`config.mk`:
```
export PLATFORM = sky130hd
export DESIGN_NAME = seven_seg_scan_driver
export DESIGN_NICKNAME = d
export VERILOG_FILES = /design/src/rtl/seven_seg_pkg.sv /design/src/rtl/seven_seg_scan_driver_hex_to_seg7.sv /design/src/rtl/seven_seg_scan_driver.sv
export SDC_FILE = /design/constraint.sdc
export NUM_CORES = 1
export LEC_CHECK = 0
export ABC_AREA = 1
export CAP_MARGIN = 0
export CELL_PAD_IN_SITES_DETAIL_PLACEMENT = 0
export CELL_PAD_IN_SITES_GLOBAL_PLACEMENT = 1
export CORE_MARGIN = 2
export CORE_UTILIZATION = 35
export DETAILED_ROUTE_END_ITERATION = 10
export PLACE_DENSITY_LB_ADDON = 0.1
export SYNTH_ARGS = -nofsm -noshare
export SYNTH_HDL_FRONTEND = slang
export SYNTH_SLANG_ARGS = --single-unit
```
`constraint.sdc`:
```
create_clock -name clk -period 2.3 [get_ports clk]
set_clock_uncertainty 0.1 [all_clocks]
set_input_delay 0.23 -clock clk [delete_from_list [all_inputs] [get_ports clk]]
set_output_delay 0.23 -clock clk [all_outputs]
set_load 0.05 [all_outputs]
```
`src/rtl/seven_seg_pkg.sv`:
```
// Shared definitions for the multiplexed seven-segment driver: segment
// layout, the hex font and the leading-zero helper.
// Contents: SEG_W, SEG_* bit indices, FONT table, leading_zero_mask().
package seven_seg_pkg;

    localparam int SEG_W = 8;

    // Bit positions inside seg_o = {dp,g,f,e,d,c,b,a}
    localparam int SEG_A  = 0;
    localparam int SEG_B  = 1;
    localparam int SEG_C  = 2;
    localparam int SEG_D  = 3;
    localparam int SEG_E  = 4;
    localparam int SEG_F  = 5;
    localparam int SEG_G  = 6;
    localparam int SEG_DP = 7;

    // gfedcba patterns for 0..F (b and d are lower case so they differ from 8 and 0)
    localparam logic [6:0] FONT [16] = '{
        7'h3F, 7'h06, 7'h5B, 7'h4F, 7'h66, 7'h6D, 7'h7D, 7'h07,
        7'h7F, 7'h6F, 7'h77, 7'h7C, 7'h39, 7'h5E, 7'h79, 7'h71
    };

    // Bit k set when digit k (k>0) and every digit above it holds zero.
    // Digit 0 is never flagged so a value of zero still shows a single "0".
    function automatic logic [7:0] leading_zero_mask(input logic [31:0] data,
                                                     input int          num_digits);
        logic       all_zero;
        logic [7:0] mask;
        all_zero = 1'b1;
        mask     = '0;
        for (int k = 7; k >= 0; k--) begin
            if (k < num_digits) begin
                all_zero = all_zero && (data[4*k +: 4] == 4'h0);
                mask[k]  = all_zero && (k > 0);
            end
        end
        return mask;
    endfunction

endpackage

```
`src/rtl/seven_seg_scan_driver_hex_to_seg7.sv`:
```
// Combinational nibble to gfedcba decoder using the shared font table.
// Latency: 0 cycles (pure combinational).
// Ports: nibble (4-bit hex value in), seg (7-bit gfedcba out, active-high).
module hex_to_seg7
    import seven_seg_pkg::*;
(
    input  logic [3:0] nibble,
    output logic [6:0] seg
);

    assign seg = FONT[nibble];

endmodule

```
`src/rtl/seven_seg_scan_driver.sv`:
```
// Time-multiplexed hex driver for a common-cathode bank of 7-segment digits;
// a load is held in a shadow copy and only becomes visible at a frame boundary.
// Latency: seg/dig registered, 1 clk after index; load-to-display <= NUM_DIGITS*SCAN_DIV+1.
// Backpressure: load_ready_o low while a shadow update waits for its frame boundary.
// Ports: clk, rst_n, en_i, load_valid_i/load_ready_o/load_data_i/load_dp_i/load_blank_i,
//        seg_o {dp,g..a}, dig_o one-hot, frame_o wrap pulse.
// Optional: define LEADING_ZERO_BLANK_EN to darken leading zero digits (dp kept).
module seven_seg_scan_driver
    import seven_seg_pkg::*;
#(
    parameter int NUM_DIGITS = 4,
    parameter int SCAN_DIV   = 1000
)
(
    input  logic                    clk,
    input  logic                    rst_n,
    input  logic                    en_i,
    input  logic                    load_valid_i,
    output logic                    load_ready_o,
    input  logic [4*NUM_DIGITS-1:0] load_data_i,
    input  logic [NUM_DIGITS-1:0]   load_dp_i,
    input  logic [NUM_DIGITS-1:0]   load_blank_i,
    output logic [SEG_W-1:0]        seg_o,
    output logic [NUM_DIGITS-1:0]   dig_o,
    output logic                    frame_o
);

    localparam int IDX_W = (NUM_DIGITS > 1) ? $clog2(NUM_DIGITS) : 1;
    localparam int PRE_W = $clog2(SCAN_DIV);

    localparam logic [IDX_W-1:0] LAST_IDX = IDX_W'(NUM_DIGITS - 1);
    localparam logic [PRE_W-1:0] LAST_PRE = PRE_W'(SCAN_DIV - 1);

    // Scan state
    logic [PRE_W-1:0] presc;
    logic [IDX_W-1:0] idx;
    logic             wrap_q;   // boundary seen last cycle; aligns frame_o with dig_o

    // Shadow and active digit sets
    logic                    pending;
    logic [4*NUM_DIGITS-1:0] shadow_data;
    logic [NUM_DIGITS-1:0]   shadow_dp;
    logic [NUM_DIGITS-1:0]   shadow_blank;
    logic [4*NUM_DIGITS-1:0] active_data;
    logic [NUM_DIGITS-1:0]   active_dp;
    logic [NUM_DIGITS-1:0]   active_blank;

    logic             tick;
    logic             boundary;
    logic             xfer;
    logic             commit;
    logic [3:0]       cur_nib;
    logic [6:0]       font_seg;
    logic [SEG_W-1:0] digit_seg;

    assign tick     = en_i && (presc == LAST_PRE);
    assign boundary = tick && (idx == LAST_IDX);
    assign xfer     = load_valid_i && !pending;
    // While the scan is stopped nothing is on screen, so the update can land at once.
    assign commit   = pending && (boundary || !en_i);

    assign load_ready_o = !pending;

    // ------------------------------------------------------------------
    // Prescaler and digit index
    // ------------------------------------------------------------------
    always_ff @(posedge clk or negedge rst_n) begin
        if (!rst_n) begin
            presc  <= '0;
            idx    <= '0;
            wrap_q <= 1'b0;
        end else if (!en_i) begin
            presc  <= '0;
            idx    <= '0;
            wrap_q <= 1'b0;
        end else begin
            presc  <= tick ? '0 : presc + 1'b1;
            wrap_q <= boundary;
            if (tick) begin
                idx <= boundary ? '0 : idx + 1'b1;
            end
        end
    end

    // ------------------------------------------------------------------
    // Load handshake, shadow capture and frame-aligned commit.
    // xfer and commit are mutually exclusive: one needs pending low, the other high.
    // ------------------------------------------------------------------
    always_ff @(posedge clk or negedge rst_n) begin
        if (!rst_n) begin
            pending      <= 1'b0;
            shadow_data  <= '0;
            shadow_dp    <= '0;
            shadow_blank <= '0;
            active_data  <= '0;
            active_dp    <= '0;
            active_blank <= '1;
        end else if (xfer) begin
            pending      <= 1'b1;
            shadow_data  <= load_data_i;
            shadow_dp    <= load_dp_i;
            shadow_blank <= load_blank_i;
        end else if (commit) begin
            pending      <= 1'b0;
            active_data  <= shadow_data;
            active_dp    <= shadow_dp;
            active_blank <= shadow_blank;
        end
    end

    // ------------------------------------------------------------------
    // Segment pattern for the digit currently selected by idx
    // ------------------------------------------------------------------
    assign cur_nib = active_data[idx*4 +: 4];

    hex_to_seg7 u_hex_to_seg7 (
        .nibble (cur_nib),
        .seg    (font_seg)
    );

`ifdef LEADING_ZERO_BLANK_EN
    logic [7:0] lz_mask;
    assign lz_mask = leading_zero_mask(32'(active_data), NUM_DIGITS);
`endif

    always_comb begin
        digit_seg              = '0;
        digit_seg[SEG_DP]      = active_dp[idx];
        digit_seg[SEG_G:SEG_A] = font_seg;
`ifdef LEADING_ZERO_BLANK_EN
        // Suppressed zero: glyph dark, decimal point still shown
        if (lz_mask[idx]) begin
            digit_seg[SEG_G:SEG_A] = '0;
        end
`endif
        // Explicit blank darkens the whole digit including dp
        if (active_blank[idx]) begin
            digit_seg = '0;
        end
    end

    // ------------------------------------------------------------------
    // Registered outputs
    // ------------------------------------------------------------------
    always_ff @(posedge clk or negedge rst_n) begin
        if (!rst_n) begin
            seg_o   <= '0;
            dig_o   <= '0;
            frame_o <= 1'b0;
        end else if (!en_i) begin
            seg_o   <= '0;
            dig_o   <= '0;
            frame_o <= 1'b0;
        end else begin
            seg_o   <= digit_seg;
            dig_o   <= NUM_DIGITS'(1) << idx;
            frame_o <= wrap_q;
        end
    end

endmodule
```
Word-level counts from Yosys, hierarchy flattened

Memories as Yosys holds them, arrays and structs flattened.
Cells that the tools add are included.

Add/subtract/negate cells: 2
Magnitude comparators: 2
Equal/unequal tests: 3
Shift operators: 2
Mux-type cells: 18
Bitwise logic cells: 2
Reduce and logical (&&, ||, !) cells: 9

Operators with widths:

| operator                                                                 | count |
|---|---|
| 10-bit 2-to-1 mux                                                        | 2 |
| 8-bit 2-to-1 mux                                                         | 2 |
| 16-bit by 5-bit variable part select with 4-bit output                   | 1 |
| 7-bit 2-to-1 mux                                                         | 2 |
| 10-bit by 1-bit adder with 10-bit output (second input constant)         | 1 |
| 10-bit equality test (second input constant)                             | 1 |
| 1-bit 2-to-1 mux                                                         | 6 |
| 2-bit 2-to-1 mux                                                         | 3 |
| 5-bit >= comparator (second input constant)                              | 1 |
| 4-bit inverter with 5-bit output                                         | 1 |
| 1-bit binary-select mux with 2-bit select                                | 2 |
| 1-bit logical AND                                                        | 4 |
| 4-bit 2-to-1 mux                                                         | 1 |
| 1-bit by 2-bit << shifter with 4-bit output (first input constant)       | 1 |
| 2-bit by 3-bit < comparator with 1-bit output (second input constant)    | 1 |
| 2-bit by 1-bit adder with 2-bit output (second input constant)           | 1 |
| 2-bit equality test (second input constant)                              | 1 |
| 1-bit zero test                                                          | 2 |
| 2-bit by 1-bit inequality test with 1-bit output (second input constant) | 1 |
| 2-bit AND reduction                                                      | 1 |
| 2-bit nonzero test                                                       | 1 |
| 1-bit logical OR                                                         | 1 |
| 1-bit inverter                                                           | 1 |

Register bits after elaboration: 75
Memory bits (read-only): 112
Bits of input ports: 28
Memories: 1

Memories:

| name             | depth | width | read ports | clocked after Yosys merged registers in | write ports | line                                    | source |
|---|---|---|---|---|---|---|---|
| (name not given) | 16    | 7     | 1          | 0                                       | 0           | seven_seg_scan_driver_hex_to_seg7.sv:11 | `assign seg = FONT[nibble];` |

Longest topological paths before layout

Word-level depth: 7
Depth in mapped cells: 12
Depth with buffers taken out: 11

Cells and area by module

Synthesis repeated with hierarchy kept, for this count alone.

Cells, all modules: 358
Area total of the unflattened synthesis: 3454.6 um^2

By module, submodules not included:

| module                | instances | cells an instance | area each (um^2) |
|---|---|---|---|
| seven_seg_scan_driver | 1         | 306               | 3184.3 |
| hex_to_seg7           | 1         | 52                | 270.3 |

Worst setup path after synthesis

OpenSTA, ideal clock, no wires.

Path kind: register to register
From: register pending
To: register shadow_blank[3]
Library setup time: 0.125 ns
Data arrival time: 1.499 ns
Required time: 2.075 ns
Slack: 0.576 ns
Stages on the path, launching flop included: 6
Clock period less this slack: 1.724 ns
Cells stage by stage: dfrtp_1 buf_2 inv_1 nand2_2 buf_2 mux2_2

Longest elaborated chain between the ends: 2

RTL lines:

| item                   | line                         | source |
|---|---|---|
| from (decl)            | seven_seg_scan_driver.sv:40  | `logic pending;` |
| from (signal assigned) | seven_seg_scan_driver.sv:91  | `pending <= 1'b0;` |
| from (signal assigned) | seven_seg_scan_driver.sv:99  | `pending <= 1'b1;` |
| from (signal assigned) | seven_seg_scan_driver.sv:104 | `pending <= 1'b0;` |
| 1-bit zero test        | n/a                          |  |
| via load_ready_o       | seven_seg_scan_driver.sv:19  | `output logic load_ready_o,` |
| 1-bit logical AND      | seven_seg_scan_driver.sv:58  | `assign xfer = load_valid_i && !pending;` |
| to (signal assigned)   | seven_seg_scan_driver.sv:102 | `shadow_blank <= load_blank_i;` |
| to (decl)              | seven_seg_scan_driver.sv:43  | `logic [NUM_DIGITS-1:0] shadow_blank;` |

The timed path passes the listed nets, and every way through them passes these cells.
A chain may end at the register's enable or synchronous reset.

Worst setup path after layout

From: register pending
To: output port load_ready_o

Longest elaborated chain between the ends: 1

RTL lines:

| item            | line                        | source |
|---|---|---|
| 1-bit zero test | seven_seg_scan_driver.sv:62 | `assign load_ready_o = !pending;` |
| to (decl)       | seven_seg_scan_driver.sv:19 |  |

Every way passes these cells.

==> summary.txt <==
FF+latch count, synth: 75
Clock root cell: clkbuf_8
Grt total ovfl: 0
RR Endpoint: seg_o[6]$_DFF_PN0_
RSZ-0062 raised after global routing: false
# setup viols final: 0
Fin crit share: 85.6%
Vias: 2454
Number of vias per cell: 4.49
Core area: 0.00959 mm^2
Clk_lat worst skew: 360 ps
Area contributors post-synth: dfrtp_1 52%, nand2_1 12%, mux2_2 7.9%, nand3_1 6.5%, ha_1 4.0%
Total track usage: 14.8%
Most frequent cell after synthesis: nand2_1
Top cells by count, synth: 106 x nand2_1, 71 x dfrtp_1, 44 x nand3_1, 33 x nor2_1, 24 x mux2_2
Drt pass-1 iters: 4
CP Data Arrival Time: 1640 ps
CP endpoint kind: primary output
Total CTS buffers: 9
Crit path to: load_ready_o
Ys async rst share: 100%
Yosys cell types: 25
Placed cell count: 530
First-pass GRT wire length: 12100 um
R2R cell count: 8
Share of cells above drive strength 1: 14.5%
Setup TNS: 0 ps
Crit Reg-Reg Startpoint: idx[1]$_DFFE_PN0P_
Non-filler cells, final: 547
H-tree depth: 3
Number of synthesized flops with an enable pin: 0
Pins over their slew limit: 0
CTS tree: yes
Register area share after synthesis: 55.2%
Layout Nets: 448
Peak supply drop: 326 uV
Crit-path max FO: 3
Max layer used: met4
R2r setup slk: 400 ps
Slew headroom: 62.6%
Post-synth top flop: dfrtp_1
Final GP Congestion: 0.745
Final Hold Viols: 0
Wl on met1: 3590 um
Status: finished clean
Worst slew pin tran: 559 ps
Area leader, netlist: dfrtp_1
Initial core utilization: 35.5%
Critical path class: flip-flop to primary output
Yosys warning total: 0
Clock buffer depth: 2
Vias in the first global route: 2419
Layout area overhead: 22.4%
ANT cells: 0
Antenna violations before repair: 0
Leakage: 0.00201 uW
Largest net degree at the start of global routing: 42
Top cell type's share of synthesized area: 52.1%
Drt wl/cell: 12.6 um
Worst hold path class: input pin to asynchronous set/reset pin
Die ar.: 0.0105 mm^2
Min Tclk post-route: 1970 ps
DRT iter0 DRCs: 79
Final WL: 6870 um
Fmax achieved: 508 MHz
Port-buffer cells: 41
Post-Syn Nets: 403
Boundary Pins: 42
Power per Cell Area: 976 mW/mm^2
Startpoint Class: flip-flop
Mapped Cells: 364
Sink Count: 75
# Max-Cap Violations: 0
Cell Area, Synth: 0.00341 mm^2
Setup bufs post-CTS: 0
Total power: 4070 uW
Synth Area per Inst: 9.37 um^2
Met3 routed WL: 238 um
Clock slew at reported path FFs: 80 ps
DRC: 0
Fill cell total of the finished layout: 964
Die width: 103 um
Critical Path RT: 1970 ps
Die Y: 103 um
Critical path origin: pending$_DFFE_PN0P_
HPWL after DPL: 4780 um
Post-DRT Antenna Nets: 0
# rows: 36
Metal2 WL: 2900 um
[state kept, by name (all words and copies together), names as in the netlist, 2 cells and up]
register,flops
idx,2
presc,10
shadow_blank,4
dig_o,4
active_data,16
shadow_dp,4
shadow_data,16
active_dp,4
seg_o,8
active_blank,4
[worst min path at each step]
stage                      from                    endpoint  slack (ps)
final                     rst_n          presc[5]$_DFF_PN0_         270
after global routing      rst_n          presc[4]$_DFF_PN0_         320
after CTS                 rst_n          presc[5]$_DFF_PN0_         290
after detailed placement  rst_n          presc[4]$_DFF_PN0_         130
after global placement    rst_n          presc[4]$_DFF_PN0_         130
after floorplan           rst_n  active_data[0]$_DFFE_PN0P_        -170
[per-layer routing]
layer / global-route usage, % / up-vias
met2: 20.9 / 44
li1: - / 1274
met5: 0 / -
met3: 2.98 / 11
met4: 6.46 / 0
met1: 21.9 / 1125
[layout by cell type (no fill, tap or decap), drive strengths merged]
cell type / count
nand2: 112
dfrtp: 71
nand3: 44
clkdlybuf4s50: 40
nor2: 34
mux2: 24
inv: 23
ha: 11
o21ai: 10
clkbuf: 10
a21oi: 6
buf: 6
nor3: 4
dfstp: 4
nand4: 3
o211ai: 2
bufinv: 2
clkinvlp: 2
a31oi: 1
nor3b: 1
xor2: 1
a21boi: 1
clkinv: 1
dlygate4sd3: 1
[metrics by stage]
stage / hold slack [ps] / setup slack [ps] / cell area (um^2) / util [%]
2_1_floorplan: -166 / 576 / 3410 / -
3_3_place_gp: 131 / 395 / 3950 / 41.1
3_5_place_dp: 131 / 301 / 3950 / 41.1
4_1_cts: 287 / 280 / 4170 / 43.5
5_1_grt: 317 / 143 / 4170 / 43.5
6_report: 270 / 331 / 4170 / 43.5
[cell type report]
class	count	area, um^2	area share (%)
flip-flops and latches	75	1880	45.1
multi-input cells	254	1360	32.5
repair buffers	47	468	11.2
well taps	133	166	3.99
clock buffers	10	128	3.06
clock inverters	6	88.8	2.13
inverters	22	82.6	1.98
[kinds of logic after synthesis]
kind of cell	synth area share, %
AOI/OAI and AO/OA	3.19
xor gates and xnor gates	0.257
adders and majority gates	4.04
buffers and inverters	4.99
DFF	55.2
muxes	7.93
and+or+nand+nor	24.4
[power breakdown]
part	switching, uW	internal (uW)
Sequential	177	1630
Clock	511	613
Combinational	700	443
[what timing repair did]
action,4_1_cts,5_1_grt
resized for setup,0,1
hold endpoints to repair,34,0
setup endpoints to repair,0,4
hold buffers,1,0
[worst max-delay path, stage by stage, from the launching register on]
cell and delay, ps:
dfrtp_1 380, inv_1 100, clkdlybuf4s50_1 810
No activity file was read; power rests on OpenSTA's default activity.
